**config.mk**
```make
export PLATFORM = sky130hd
export DESIGN_NAME = move_buffer
export DESIGN_NICKNAME = d
export VERILOG_FILES = /design/src/rtl/move_buffer_pkg.sv /design/src/rtl/move_buffer_sync_fifo.sv /design/src/rtl/move_buffer.sv
export SDC_FILE = /design/constraint.sdc
export NUM_CORES = 1
export LEC_CHECK = 0
export CAP_MARGIN = 20
export CORE_MARGIN = 3
export CORE_UTILIZATION = 38
export CTS_CLUSTER_SIZE = 25
export DETAILED_ROUTE_END_ITERATION = 8
export GPL_ROUTABILITY_DRIVEN = 0
export HOLD_SLACK_MARGIN = 0.03
export PLACE_DENSITY = 0.66
export SYNTH_ARGS = -nofsm -noshare
export SYNTH_HDL_FRONTEND = slang
export SYNTH_SLANG_ARGS = --single-unit
```
**constraint.sdc**
```tcl
create_clock -name CLK -period 7.75 [get_ports CLK]
set_input_delay 1.55 -clock CLK [delete_from_list [all_inputs] [get_ports CLK]]
set_output_delay 1.55 -clock CLK [all_outputs]
set_load 0.02 [all_outputs]
```
**src/rtl/move_buffer_pkg.sv**
```systemverilog
// rtl/move_buffer_pkg.sv - shared constants and types for the move buffer
package move_buffer_pkg;

  localparam logic [7:0] MSG_COORD_MOVE = 8'h01;
  localparam logic [7:0] MSG_CLK_DIV    = 8'h03;
  localparam logic [7:0] MSG_MICROSTEP  = 8'h04;

  localparam int HDR_MSB = 63;
  localparam int HDR_LSB = 56;

  localparam int MOVE_W = 64;

  typedef enum logic [1:0] {
    P_IDLE       = 2'd0,
    P_GET_DUR    = 2'd1,
    P_GET_INC    = 2'd2,
    P_GET_INCINC = 2'd3
  } parse_state_e;

  // Queued move; dir sits at the top, incrementincrement at bit 0.
  typedef struct packed {
    logic              dir;
    logic [MOVE_W-1:0] duration;
    logic [MOVE_W-1:0] increment;
    logic [MOVE_W-1:0] incrementincrement;
  } move_entry_t;

  // Entry width and field offsets for an arbitrary field width w.
  function automatic int entry_w(input int w);
    return 1 + 3 * w;
  endfunction

  function automatic int off_dir(input int w);
    return 3 * w;
  endfunction

  function automatic int off_dur(input int w);
    return 2 * w;
  endfunction

  function automatic int off_inc(input int w);
    return w;
  endfunction

  // True for headers owned by some decoder on the SPI stream.
  function automatic logic is_known_msg(input logic [7:0] hdr);
    return (hdr == MSG_COORD_MOVE) || (hdr == MSG_CLK_DIV) || (hdr == MSG_MICROSTEP);
  endfunction

endpackage

```
**src/rtl/move_buffer_sync_fifo.sv**
```systemverilog
// rtl/move_buffer_sync_fifo.sv - show-ahead synchronous FIFO with wrap-bit pointers
module move_buffer_sync_fifo #(
  parameter int WIDTH = 193,
  parameter int DEPTH = 4
) (
  input  logic                     clk_i,
  input  logic                     rst_ni,
  input  logic                     clear_i,
  input  logic                     push_i,
  input  logic [WIDTH-1:0]         push_data_i,
  input  logic                     pop_i,
  output logic [WIDTH-1:0]         rdata_o,
  output logic                     full_o,
  output logic                     empty_o,
  output logic                     drop_o,
  output logic [$clog2(DEPTH):0]   count_o
);

  localparam int IDX_W = $clog2(DEPTH);
  localparam int PTR_W = IDX_W + 1;

  logic [PTR_W-1:0] wptr_q, wptr_d;
  logic [PTR_W-1:0] rptr_q, rptr_d;
  logic [WIDTH-1:0] mem_q [DEPTH];
  logic             do_push;
  logic             do_pop;

  assign empty_o = (wptr_q == rptr_q);
  assign full_o  = (wptr_q[IDX_W] != rptr_q[IDX_W]) &&
                   (wptr_q[IDX_W-1:0] == rptr_q[IDX_W-1:0]);

  // A pop on the same edge frees the slot, so a push into a full FIFO is kept.
  assign do_pop  = pop_i && !empty_o;
  assign do_push = push_i && (!full_o || do_pop);
  assign drop_o  = push_i && full_o && !do_pop;

  assign count_o = wptr_q - rptr_q;
  // Outputs read zero when nothing is queued so the head never shows stale data.
  assign rdata_o = empty_o ? '0 : mem_q[rptr_q[IDX_W-1:0]];

  // Next pointer values; clear overrides any push or pop on the same edge.
  always_comb begin
    wptr_d = wptr_q;
    rptr_d = rptr_q;
    if (clear_i) begin
      wptr_d = '0;
      rptr_d = '0;
    end else begin
      if (do_push) wptr_d = wptr_q + PTR_W'(1);
      if (do_pop)  rptr_d = rptr_q + PTR_W'(1);
    end
  end

  // Pointer registers.
  always_ff @(posedge clk_i or negedge rst_ni) begin
    if (!rst_ni) begin
      wptr_q <= '0;
      rptr_q <= '0;
    end else begin
      wptr_q <= wptr_d;
      rptr_q <= rptr_d;
    end
  end

  // Entry storage; no reset needed since empty slots are never presented.
  always_ff @(posedge clk_i) begin
    if (do_push && !clear_i) begin
      mem_q[wptr_q[IDX_W-1:0]] <= push_data_i;
    end
  end

endmodule

```
**src/rtl/move_buffer.sv**
```systemverilog
// rtl/move_buffer.sv - coordinated-move parser and queue for the step executor
module move_buffer
  import move_buffer_pkg::*;
#(
  parameter int DEPTH  = 4,
  parameter int WORD_W = 64
) (
  input  logic                    CLK,
  input  logic                    resetn,
  input  logic                    clear,
  input  logic                    word_received,
  input  logic [WORD_W-1:0]       word_data,
  output logic                    move_valid,
  input  logic                    move_ready,
  output logic                    move_dir,
  output logic [WORD_W-1:0]       move_duration,
  output logic [WORD_W-1:0]       move_increment,
  output logic [WORD_W-1:0]       move_incrementincrement,
  output logic [$clog2(DEPTH):0]  buffer_count,
  output logic                    buffer_full,
  output logic                    overflow
);

  localparam int ENTRY_W = entry_w(WORD_W);
  localparam int O_DIR   = off_dir(WORD_W);
  localparam int O_DUR   = off_dur(WORD_W);
  localparam int O_INC   = off_inc(WORD_W);

  parse_state_e      state_q, state_d;
  logic              dir_q, dir_d;
  logic [WORD_W-1:0] dur_q, dur_d;
  logic [WORD_W-1:0] inc_q, inc_d;
  logic              word_prev_q;
  logic              word_accept;
  logic              push;
  logic              overflow_q, overflow_d;

  logic [ENTRY_W-1:0] push_data;
  logic [ENTRY_W-1:0] head;
  logic               fifo_empty;
  logic               fifo_full;
  logic               fifo_drop;

  // Only the rising edge of the level strobe consumes a word.
  assign word_accept = word_received && !word_prev_q;

  // The final payload word goes straight into the entry without a holding register.
  assign push_data = {dir_q, dur_q, inc_q, word_data};

  // Parser next state: one accepted word per transition, clear returns to IDLE.
  always_comb begin
    state_d = state_q;
    dir_d   = dir_q;
    dur_d   = dur_q;
    inc_d   = inc_q;
    push    = 1'b0;
    if (clear) begin
      state_d = P_IDLE;
    end else if (word_accept) begin
      case (state_q)
        P_IDLE: begin
          if (word_data[HDR_MSB:HDR_LSB] == MSG_COORD_MOVE) begin
            dir_d   = word_data[0];
            state_d = P_GET_DUR;
          end
        end
        P_GET_DUR: begin
          dur_d   = word_data;
          state_d = P_GET_INC;
        end
        P_GET_INC: begin
          inc_d   = word_data;
          state_d = P_GET_INCINC;
        end
        P_GET_INCINC: begin
          push    = 1'b1;
          state_d = P_IDLE;
        end
        default: state_d = P_IDLE;
      endcase
    end
  end

  // Parser registers and strobe history.
  always_ff @(posedge CLK or negedge resetn) begin
    if (!resetn) begin
      state_q     <= P_IDLE;
      dir_q       <= 1'b0;
      dur_q       <= '0;
      inc_q       <= '0;
      word_prev_q <= 1'b0;
    end else begin
      state_q     <= state_d;
      dir_q       <= dir_d;
      dur_q       <= dur_d;
      inc_q       <= inc_d;
      word_prev_q <= word_received;
    end
  end

  // Sticky drop flag, cleared only by clear or reset.
  always_comb begin
    overflow_d = overflow_q;
    if (clear) begin
      overflow_d = 1'b0;
    end else if (fifo_drop) begin
      overflow_d = 1'b1;
    end
  end

  // Overflow register.
  always_ff @(posedge CLK or negedge resetn) begin
    if (!resetn) begin
      overflow_q <= 1'b0;
    end else begin
      overflow_q <= overflow_d;
    end
  end

  move_buffer_sync_fifo #(
    .WIDTH (ENTRY_W),
    .DEPTH (DEPTH)
  ) u_fifo (
    .clk_i       (CLK),
    .rst_ni      (resetn),
    .clear_i     (clear),
    .push_i      (push),
    .push_data_i (push_data),
    .pop_i       (move_ready),
    .rdata_o     (head),
    .full_o      (fifo_full),
    .empty_o     (fifo_empty),
    .drop_o      (fifo_drop),
    .count_o     (buffer_count)
  );

  assign move_valid              = !fifo_empty;
  assign buffer_full             = fifo_full;
  assign overflow                = overflow_q;
  assign move_dir                = head[O_DIR];
  assign move_duration           = head[O_DUR +: WORD_W];
  assign move_increment          = head[O_INC +: WORD_W];
  assign move_incrementincrement = head[0 +: WORD_W];

endmodule
```
==> metrics.md, run 1 <==
| Metric | Value |
|---|---|
| Ys Warns | 0 |
| Largest cells by area after synthesis | edfxtp_1 66%, mux4_2 12%, dfrtp_1 10% |
| Crit Reg-Reg Startpoint | u_fifo.rptr_q[1] |
| Synth Instances | 1580 |
| Seq. cell area | 26670 µm² |
| Worst Path Max Fanout | 101 |
| DRC | 0 |
| Post-CTS resize count | 0 |
| Core Area | 90560 µm² |
| # fillers | 7546 |
| Multi-input gate area | 7552 µm² |
| Floorplan row count | 110 |
| Via count | 16170 |
| I/O pins | 268 |
| Critical-path cell list | inv_1, ha_1, and2_1, and2_1, inv_4, buf_12, and2_1, clkdlybuf4s50_1 |
| First-pass GRT wire length | 111900 µm |
| CP max stage cell | dfrtp_4 |
| Port bufs | 267 |
| Die Area | 95480 µm² |
| Hold Crit Class | reg -> reg |
| Largest net degree at the start of global routing | 103 |
| Main synth FF type | edfxtp_1 |
| WP data required | 6200 ps |
| DRT Pass-1 Iters | 5 |
| Vias in the first global route | 17680 |
| Post-synth EDFFs | 772 |
| RSZ-0062 raised after global routing | false |
| CTS tree | built |
| Slew @ Worst Pin | 1119 ps |
| Grt total ovfl | 0 |
| Setup TNS | 0 ps |
| Initial DRC Count | 1183 |
| CP arrival | 4470 ps |
| Clk_skew | 24.83 ps |
| Htree depth | 3 |
| Hold Fails Final Rpt | 0 |
| Post-Syn Nets | 1661 |
| Tot Pwr | 12.43 mW |
| Sink Count | 911 |
| Period utilisation layout | 0.7761 |
| Max transition margin | 0.2539 |
| Routed wire per std cell | 23.48 µm |
| Area leader, netlist | edfxtp_1 |
| Final Non-Filler Cells | 3143 |
| Critical Path End Type | output port |
| Top post-synthesis cells by count | 772 x edfxtp_1, 200 x and2_1, 193 x mux4_2, 139 x dfrtp_1, 120 x mux2_1 |
| CP delay by family, top | buffers and inverters |
| Final wirelength | 73800 µm |
| Final Util | 0.4638 |
| Crit path launch type | flip-flop |
| Sequential area share after synthesis | 0.7642 |
| DP Worst Slack | 2320 ps |
| Initial Utilization | 0.3852 |
| Via-per-instance ratio | 5.144 |
| Hold WS | 497.4 ps |
| Final setup fails | 0 |
| WP buf/inv | 4 |
| # Max-Cap Violations | 0 |
| CTS Buf Count | 94 |
| Pwr Density | 296.0 nW/µm² |
| Area delta synth->final | 20.39% |
| Fin worst setup slack | 1735 ps |
| Worst-Skew Late Latency | 640 ps |
| Synth async-reset ratio | 0.1526 |
| Root buffer selected by CTS | clkbuf_16 |
| Library cells used by synthesis | 38 |
| Clock transition at path regs | 60 ps |
| Post-Syn Area | 34890 µm² |
| Setup Buffers After CTS | 0 |
| Syn avg cell area | 22.08 µm² |
| Final ANT Viol Nets | 0 |
| CP most frequent cell | and2_1 |
| Antenna violations before repair | 4 |
| Reg-to-reg slack, setup | 4280 ps |
| Total GRT Usage | 0.1564 |
| Slowest stage delay, CP | 770 ps |
| Layout cells sized above 1 | 0.1989 |
| Top cell type's share of synthesized area | 0.6645 |
| #FFs+latches synth | 911 |
| Fmax | 166.2 MHz |
| Hold buffer count at cts | 0 |
| Crit Path Class | reg -> out |
| VDD IR max | 0.1648 mV |
| Die Wd | 309 µm |
| Final count of pins violating max slew | 0 |
| Period minus WS final | 6015 ps |
| Final instance area | 42000 µm² |
| Placed cells | 2964 |
| Hpwl dp | 40300 µm |
| Status | finished clean |
| Placed inst area | 38670 µm² |
| Die height | 309 µm |
| Final net count | 1965 |
| Clock Tree Buf Depth | 3 |
| Hold Crit Start | dur_q[14] |
| Top-count cell post-synth | edfxtp_1 |
| P_leak | 14.11 nW |
| Critical Path Start | u_fifo.rptr_q[1] |
-- registers in the layout, summed over array words and instances, names as in the netlist --
register / cells
dir_q: 1
dur_q: 64
inc_q: 64
overflow: 1
state_q: 2
u_fifo.mem_q: 772
u_fifo.rptr_q: 3
u_fifo.wptr_q: 3
word_prev_q: 1
-- power by group --
group	switching, mW	internal, mW	leakage (nW)	total, mW
logic	0.767	0.742	3.61	1.51
registers	0.306	5.88	8.87	6.18
clock network	1.85	2.89	1.63	4.74
total	2.93	9.51	14.1	12.4
-- kinds of logic after synthesis --
family          count (synthesis)  synth area share
flops                         911            0.7642
mux                           326            0.1674
simple gates                  223           0.04049
buf+inv                        93           0.01969
compound gates                 13          0.002977
fa+ha+maj                      12          0.004519
xor+xnor                        2         0.0007175
-- area by class of cell --
type / count / area share
Sequential cell: 911 / 0.6350
Multi-Input combinational cell: 576 / 0.1798
Timing Repair Buffer: 288 / 0.06950
Clock buffer: 122 / 0.06316
Tap cell: 1176 / 0.03503
Clock inverter: 56 / 0.01609
Inverter: 13 / 0.001400
Antenna cell: 1 / 0.00005958
-- worst register-to-register path, stage by stage, from the launching register on --
cell and delay [ps]:
dfrtp_4 770, inv_1 100, ha_1 320, nand3b_1 170, o21a_1 230, and2_4 720
buf_12 440
-- path summary, 6_finish.rpt --
| path | endpoint | cells past startpoint |
|---|---|---|
| max | move_increment[58] | 8 |
| min | u_fifo.mem_q[3][142] | 0 |
| max reg2reg | u_fifo.mem_q[1][163] | 6 |
| min reg2reg | u_fifo.mem_q[3][142] | 0 |
| max in group asynchronous | u_fifo.rptr_q[0] | 2 |
| min in group asynchronous | dur_q[38] | 1 |
-- layout by cell type, fill, tap and decap left out, drive strengths merged, types with 2 or more instances in the layout --
cell / count
o211ai: 3
nor4b: 3
buf: 22
edfxtp: 772
clkinv: 34
bufinv: 14
clkinvlp: 5
mux4: 193
dfrtp: 139
a2111o: 2
inv: 16
ha: 11
nand4: 3
xnor2: 2
clkdlybuf4s50: 266
nor4bb: 2
nand2: 5
clkbuf: 122
a21oi: 2
nand3: 2
o21a: 2
nor2b: 2
mux2: 130
and2: 200
nand2b: 2
mux2i: 3
-- metal layers --
layer / track usage / wire (µm) / vias up
met4: 0.04675 / 1426 / 0
met5: 0 / 0 / -
met3: 0.02595 / 3497 / 96
li1: - / - / 6945
met1: 0.2091 / 31450 / 8723
met2: 0.2647 / 37430 / 405
Power figures use the tool's default switching activity.
==> run 2, diff against run 1 <==
Clock period 7.75 ns to 5.9 ns, I/O delays scaled along.
==> metrics.md, run 2 (synthesis gave the netlist of run 1 again) <==
| Metric | Value |
|---|---|
| Leading cell types in the layout, fill and taps excluded | 772 x edfxtp_1, 266 x clkdlybuf4s50_1, 195 x and2_1, 193 x mux4_2, 137 x dfrtp_1 |
| Period minus WS final | 5073 ps |
| Initial Utilization | 0.3852 (unchanged) |
| CP most frequent cell | and2_1 |
| Critical-path cell list | inv_1, ha_1, and2_1, and2_1, inv_4, buf_12, and2_1, clkdlybuf4s50_1 |
| Hold Crit Class | reg -> reg |
| Logic gate share of total power | 0.123 (+0.002) |
| Via-per-instance ratio | 5.121 (-0.45%) |
| Slew @ Worst Pin | 927.6 ps (-191.6 ps) |
| Worst Path Max Fanout | 85 (-16%) |
| Worst-Skew Late Latency | 640 ps (about the same) |
| Root buffer selected by CTS | clkbuf_16 |
| Setup TNS | 0 ps (unchanged) |
| Hold Crit Start | dur_q[31] |
| Sink Count | 911 (unchanged) |
| Layout cells sized above 1 | 0.2018 (+0.002940) |
| Period utilisation layout | 0.8598 |
| Hpwl dp | 42360 µm (+5.1%) |
| Max reg flops | 772 (unchanged) |
| # diodes | 0 (-1) |
| DRT Pass-1 Iters | 5 (unchanged) |
| Sequential Power Share | 0.505 (+0.008) |
| # Max-Cap Violations | 0 (unchanged) |
| Placed inst area | 38870 µm² (+0.53%) |
| Slowest stage delay, CP | 720 ps (-50 ps) |
| Int Pwr | 12.29 mW (+29%) |
| Busiest grt layer | met2 |
| Total GRT Usage | 0.1551 (-0.001287) |
| Hold Path Cell Cnt | 0 (unchanged) |
| CTS tree | built |
| CP arrival | 3890 ps (-580 ps) |
| Antenna violations before repair | 1 (-3) |
| Final wirelength | 73510 µm (-0.40%) |
| Global-route met2 utilization | 0.2590 (-0.005671) |
| Initial DRC Count | 1189 (+0.51%) |
| Hold buffer count at cts | 0 (unchanged) |
| Vias in the first global route | 17430 (-1.4%) |
| First-pass GRT wire length | 111600 µm (-0.31%) |
| Max transition margin | 0.3816 (+0.1277) |
| WP data required | 4720 ps (-1480 ps) |
| Hold endpoint | u_fifo.mem_q[0][159] |
| Most common cell after layout, fill and taps aside | edfxtp_1 |
| Largest net degree at the start of global routing | 94 (-8.7%) |
| Clock Tree Buf Depth | 3 (unchanged) |
| Grt met1 use | 0.2109 (+0.001847) |
| Die Area | 95480 µm² (unchanged) |
| Clk_skew | 21.78 ps (-3.058 ps) |
| WP buf/inv | 4 (unchanged) |
| P_leak | 14.13 nW (+0.19%) |
| CP delay by family, top | buffers and inverters |
| Setup Buffers After CTS | 0 (unchanged) |
| Grt total ovfl | 0 (unchanged) |
| Via count | 16150 (-0.13%) |
| # fillers | 7462 (-1.1%) |
| Crit path launch type | flip-flop |
| Routed wire per std cell | 23.31 µm (-0.71%) |
| Port bufs | 267 (unchanged) |
| Critical Path End Type | output port |
| Crit Reg-Reg Startpoint | u_fifo.rptr_q[1] |
| Final setup fails | 0 (unchanged) |
| VDD IR max | 0.2201 mV (+34%) |
| Final instance area | 42030 µm² (about the same) |
| Die height | 309 µm (unchanged) |
| CTS Buf Count | 93 (-1.1%) |
| Pwr Density | 382.5 nW/µm² (+29%) |
| Post-CTS resize count | 0 (unchanged) |
| Die Wd | 309 µm (unchanged) |
| I/O pins | 268 (unchanged) |
| Switching part of the total power | 0.2353 (about the same) |
| Reg2reg end | u_fifo.mem_q[3][143] |
| Floorplan row count | 110 (unchanged) |
| DRC | 0 (unchanged) |
| Reg2Reg Depth | 6 (unchanged) |
| Seq. cell area | 26670 µm² (unchanged) |
| Clock transition at path regs | 60 ps (about the same) |
| Status | finished clean |
| CP max stage cell | dfrtp_4 |
| Fmax | 197.1 MHz |
| Final count of pins violating max slew | 0 (unchanged) |
| Multi-input gate area | 7552 µm² (unchanged) |
| Clock power share | 0.372 (-0.009) |
| Core Area | 90560 µm² (unchanged) |
| RSZ-0062 raised after global routing | false |
| Area delta synth->final | 20.47% (about the same) |
| Final ANT Viol Nets | 0 (unchanged) |
| Final net count | 1980 (+0.76%) |
| Crit Path Class | reg -> out |
| Hold Fails Final Rpt | 0 (unchanged) |
| Htree depth | 3 (unchanged) |
| Reg-to-reg slack, setup | 2520 ps (-1760 ps) |
| Met3 Use GR | 0.02684 (+0.0008900) |
| P_sw | 3.784 mW (+29%) |
[run 2: how the worst max path moves through the flow]
stage | start | to | slack [ps] | cells after the start
floorplan | u_fifo.rptr_q[1] | u_fifo.mem_q[3][0] | 820 | 8
global placement | u_fifo.rptr_q[1] | move_duration[31] | 1480 | 8
detailed placement | u_fifo.rptr_q[1] | move_increment[33] | 1440 | 8
CTS | u_fifo.rptr_q[1] | move_increment[33] | 710 | 8
global route | u_fifo.rptr_q[1] | move_duration[26] | 550 | 8
finish | u_fifo.rptr_q[1] | move_increment[33] | 830 | 8
[run 2: cell type report]
type / instances / share of cell area
sequential: 911 / 0.6345
multi-input combinational: 576 / 0.1797
timing repair buffer: 304 / 0.07439
clock buffer: 133 / 0.06353
tap: 1176 / 0.03501
clock inverter: 40 / 0.01158
inverter: 13 / 0.001310
[run 2: stage by stage]
stage	std cells	power [mW]	utilization	hold WS [ps]	worst slack (ps)
3_3_place_gp	2980	10.18	0.4292	475.3	1480
4_1_cts	3153	16.29	0.4641	494.6	705.1
6_report	3153	16.08	0.4641	498.7	827.4
5_1_grt	3153	16.72	0.4641	520.5	554.2
2_1_floorplan	1580	9.374	-	469.3	823.6
3_5_place_dp	2980	10.28	0.4292	485.1	1441
[run 2: per-layer routing]
| layer | part of all wire | routed length (µm) |
|---|---|---|
| met3 | 0.044 | 3268 |
| met5 | 0 | 0 |
| met2 | 0.51 | 37330 |
| met1 | 0.43 | 31410 |
| met4 | 0.020 | 1502 |
[run 2: power groups by stage]
stage               logic, mW  clock network [mW]  registers [mW]
finish                   1.97                5.98            8.13
floorplan                1.27                   0            8.10
CTS                      2.03                6.13            8.13
detailed placement       2.02                   0            8.26
global placement         1.99                   0            8.19
global route             2.12                6.39            8.20
==> run 3, diff against run 2 <==
Settings changed: CTS_BUF_LIST set to sky130_fd_sc_hd__clkbuf_2 sky130_fd_sc_hd__clkbuf_4 sky130_fd_sc_hd__clkbuf_8, SLEW_MARGIN set to 20.
==> metrics.md, run 3 (synthesis gave the netlist of run 1 again) <==
| Metric | Value |
|---|---|
| Max reg flops | 772 (unchanged) |
| Final setup fails | 0 (unchanged) |
| RSZ-0062 raised after global routing | false |
| Critical-path cell list | inv_1, ha_1, and2_1, and2_1, inv_4, buf_12, and2_1, clkdlybuf4s50_1 |
| Int Pwr | 12.05 mW (-2.0%) |
| Reg2Reg Depth | 6 (unchanged) |
| Slew @ Worst Pin | 943.9 ps (+16.28 ps) |
| CP max stage cell | dfrtp_4 |
| # Max-Cap Violations | 0 (unchanged) |
| Period minus WS final | 5251 ps (+178.2 ps) |
| Initial Utilization | 0.3852 (unchanged) |
| Initial DRC Count | 1075 (-9.6%) |
| Vias in the first global route | 17920 (+2.9%) |
| Clock transition at path regs | 60 ps (about the same) |
| Antenna violations before repair | 2 (+1) |
| WP data required | 4720 ps (about the same) |
| Levels on crit path | 8 (unchanged) |
| Setup Buffers After CTS | 0 (unchanged) |
| Total GRT Usage | 0.1579 (+0.002841) |
| P_sw | 3.891 mW (+2.8%) |
| Final ANT Viol Nets | 0 (unchanged) |
| Via-per-instance ratio | 5.044 (-1.5%) |
| CP delay by family, top | buffers and inverters |
| Clock Tree Buf Depth | 3 (unchanged) |
| Root buffer selected by CTS | clkbuf_8 |
| Fmax | 190.4 MHz (-3.4%) |
| Crit Path Class | reg -> out |
| Final count of pins violating max slew | 0 (unchanged) |
| Area delta synth->final | 20.79% |
| Most common cell after layout, fill and taps aside | edfxtp_1 |
| Die Area | 95480 µm² (unchanged) |
| Layout cells sized above 1 | 0.2466 (+0.04482) |
| Status | finished clean |
| Crit path launch type | flip-flop |
| CTS tree | built |
| Htree depth | 4 (+1) |
| CP arrival | 4070 ps (+180 ps) |
| Largest net degree at the start of global routing | 94 (unchanged) |
| Final net count | 2038 (+2.9%) |
| CTS Buf Count | 151 (+62%) |
| Port bufs | 267 (unchanged) |
| Logic gate share of total power | 0.124 (about the same) |
| Worst-Skew Late Latency | 800 ps (+160 ps) |
| Sequential Power Share | 0.510 (+0.005) |
| P_leak | 14.30 nW (+1.2%) |
| VDD IR max | 0.1928 mV (-12%) |
| Routed wire per std cell | 22.81 µm (-2.2%) |
| Period utilisation layout | 0.8900 (+0.03021) |
| DRT Pass-1 Iters | 5 (unchanged) |
| Clk_skew | 40.01 ps (+18.24 ps) |
| Die Wd | 309 µm (unchanged) |
| Floorplan row count | 110 (unchanged) |
| Setup TNS | 0 ps (unchanged) |
| I/O pins | 268 (unchanged) |
| DRC | 0 (unchanged) |
| Tot Pwr | 15.94 mW (-0.85%) |
| Leading cell types in the layout, fill and taps excluded | 772 x edfxtp_1, 266 x clkdlybuf4s50_1, 195 x and2_1, 193 x mux4_2, 173 x clkbuf_8 |
| Hold Fails Final Rpt | 0 (unchanged) |
| CP most frequent cell | and2_1 |
| Hold buffer count at cts | 0 (unchanged) |
| Hpwl dp | 42360 µm (unchanged) |
| Grt total ovfl | 0 (unchanged) |
| Reg-to-reg slack, setup | 2490 ps (-30 ps) |
| Worst Path Max Fanout | 85 (unchanged) |
| Critical Path End Type | output port |
| Hold Crit Class | in -> async |
| Clock power share | 0.366 (-0.006) |
| WP buf/inv | 4 (unchanged) |
| Slowest stage delay, CP | 710 ps (about the same) |
| First-pass GRT wire length | 112700 µm (+0.97%) |
| Pwr Density | 378.3 nW/µm² (-1.1%) |
| Final wirelength | 74380 µm (+1.2%) |
| Core Area | 90560 µm² (unchanged) |
| Sink Count | 911 (unchanged) |
| Via count | 16450 (+1.9%) |
| Post-CTS resize count | 0 (unchanged) |
| Die height | 309 µm (unchanged) |
| Switching part of the total power | 0.2441 (+0.008710) |
| Max transition margin | 0.3708 (-0.01086) |
-- run 3: cell types whose count changed in the layout (fill, tap and decap cells not counted), moves of 2 or more --
cell,delta
bufinv_16,-3
clkbuf_1,-23
clkbuf_16,-95
clkbuf_4,+53
clkbuf_8,+158
clkinv_1,+15
clkinv_2,-2
clkinvlp_4,+3
inv_12,+2
inv_8,+2
-- run 3: worst register-to-register path, stage by stage (launching register included) --
cell and delay (ps):
dfrtp_4 710, inv_1 90, ha_1 320, nand3b_1 170, o211ai_1 370, clkinvlp_4 750
buf_4 610
-- run 3: final timing paths --
path,startpoint,to
max,u_fifo.rptr_q[1],move_increment[33]
min,resetn,dur_q[39]
max reg2reg,u_fifo.rptr_q[1],u_fifo.mem_q[3][150]
min reg2reg,inc_q[4],u_fifo.mem_q[3][68]
max in group asynchronous,resetn,inc_q[52]
min in group CLK,inc_q[4],u_fifo.mem_q[3][68]
-- run 3: layout make-up --
type,count,area [µm²]
Inverter,13,55.05
Clock buffer,226,2779
Antenna cell,1,2.502
Sequential cell,911,26670
Tap cell,1176,1471
Clock inverter,54,486.7
Multi-Input combinational cell,576,7552
Timing Repair Buffer,304,3127
Fill cell,7469,48420
-- run 3: metrics by stage --
stage / hold slack, ps / setup WS (ps) / area, µm² / utilization / instances
after global placement: 475.3 / 1480 / 38870 / 0.4292 / 2980
after CTS: 381.7 / 472.7 / 42140 / 0.4653 / 3260
after global routing: 412.5 / 367.0 / 42140 / 0.4653 / 3261
after detailed placement: 485.1 / 1441 / 38870 / 0.4292 / 2980
final: 392.4 / 649.2 / 42140 / 0.4653 / 3261
after floorplan: 469.3 / 823.6 / 34890 / - / 1580
-- run 3: metal layers --
layer / vias to the layer above / global-route usage / wire [µm]
li1: 7116 / - / -
met1: 8798 / 0.2070 / 31790
met2: 412 / 0.2617 / 37490
met3: 122 / 0.03341 / 3309
met4: 0 / 0.05736 / 1797
met5: - / 0 / 0
-- run 3: power by group through the flow --
stage	sequential, mW	clock, mW	combinational, mW
finish	8.13	5.84	1.97
global route	8.20	6.30	2.13
CTS	8.13	6.01	2.03
detailed placement	8.26	0	2.02
global placement	8.19	0	1.99
floorplan	8.10	0	1.27
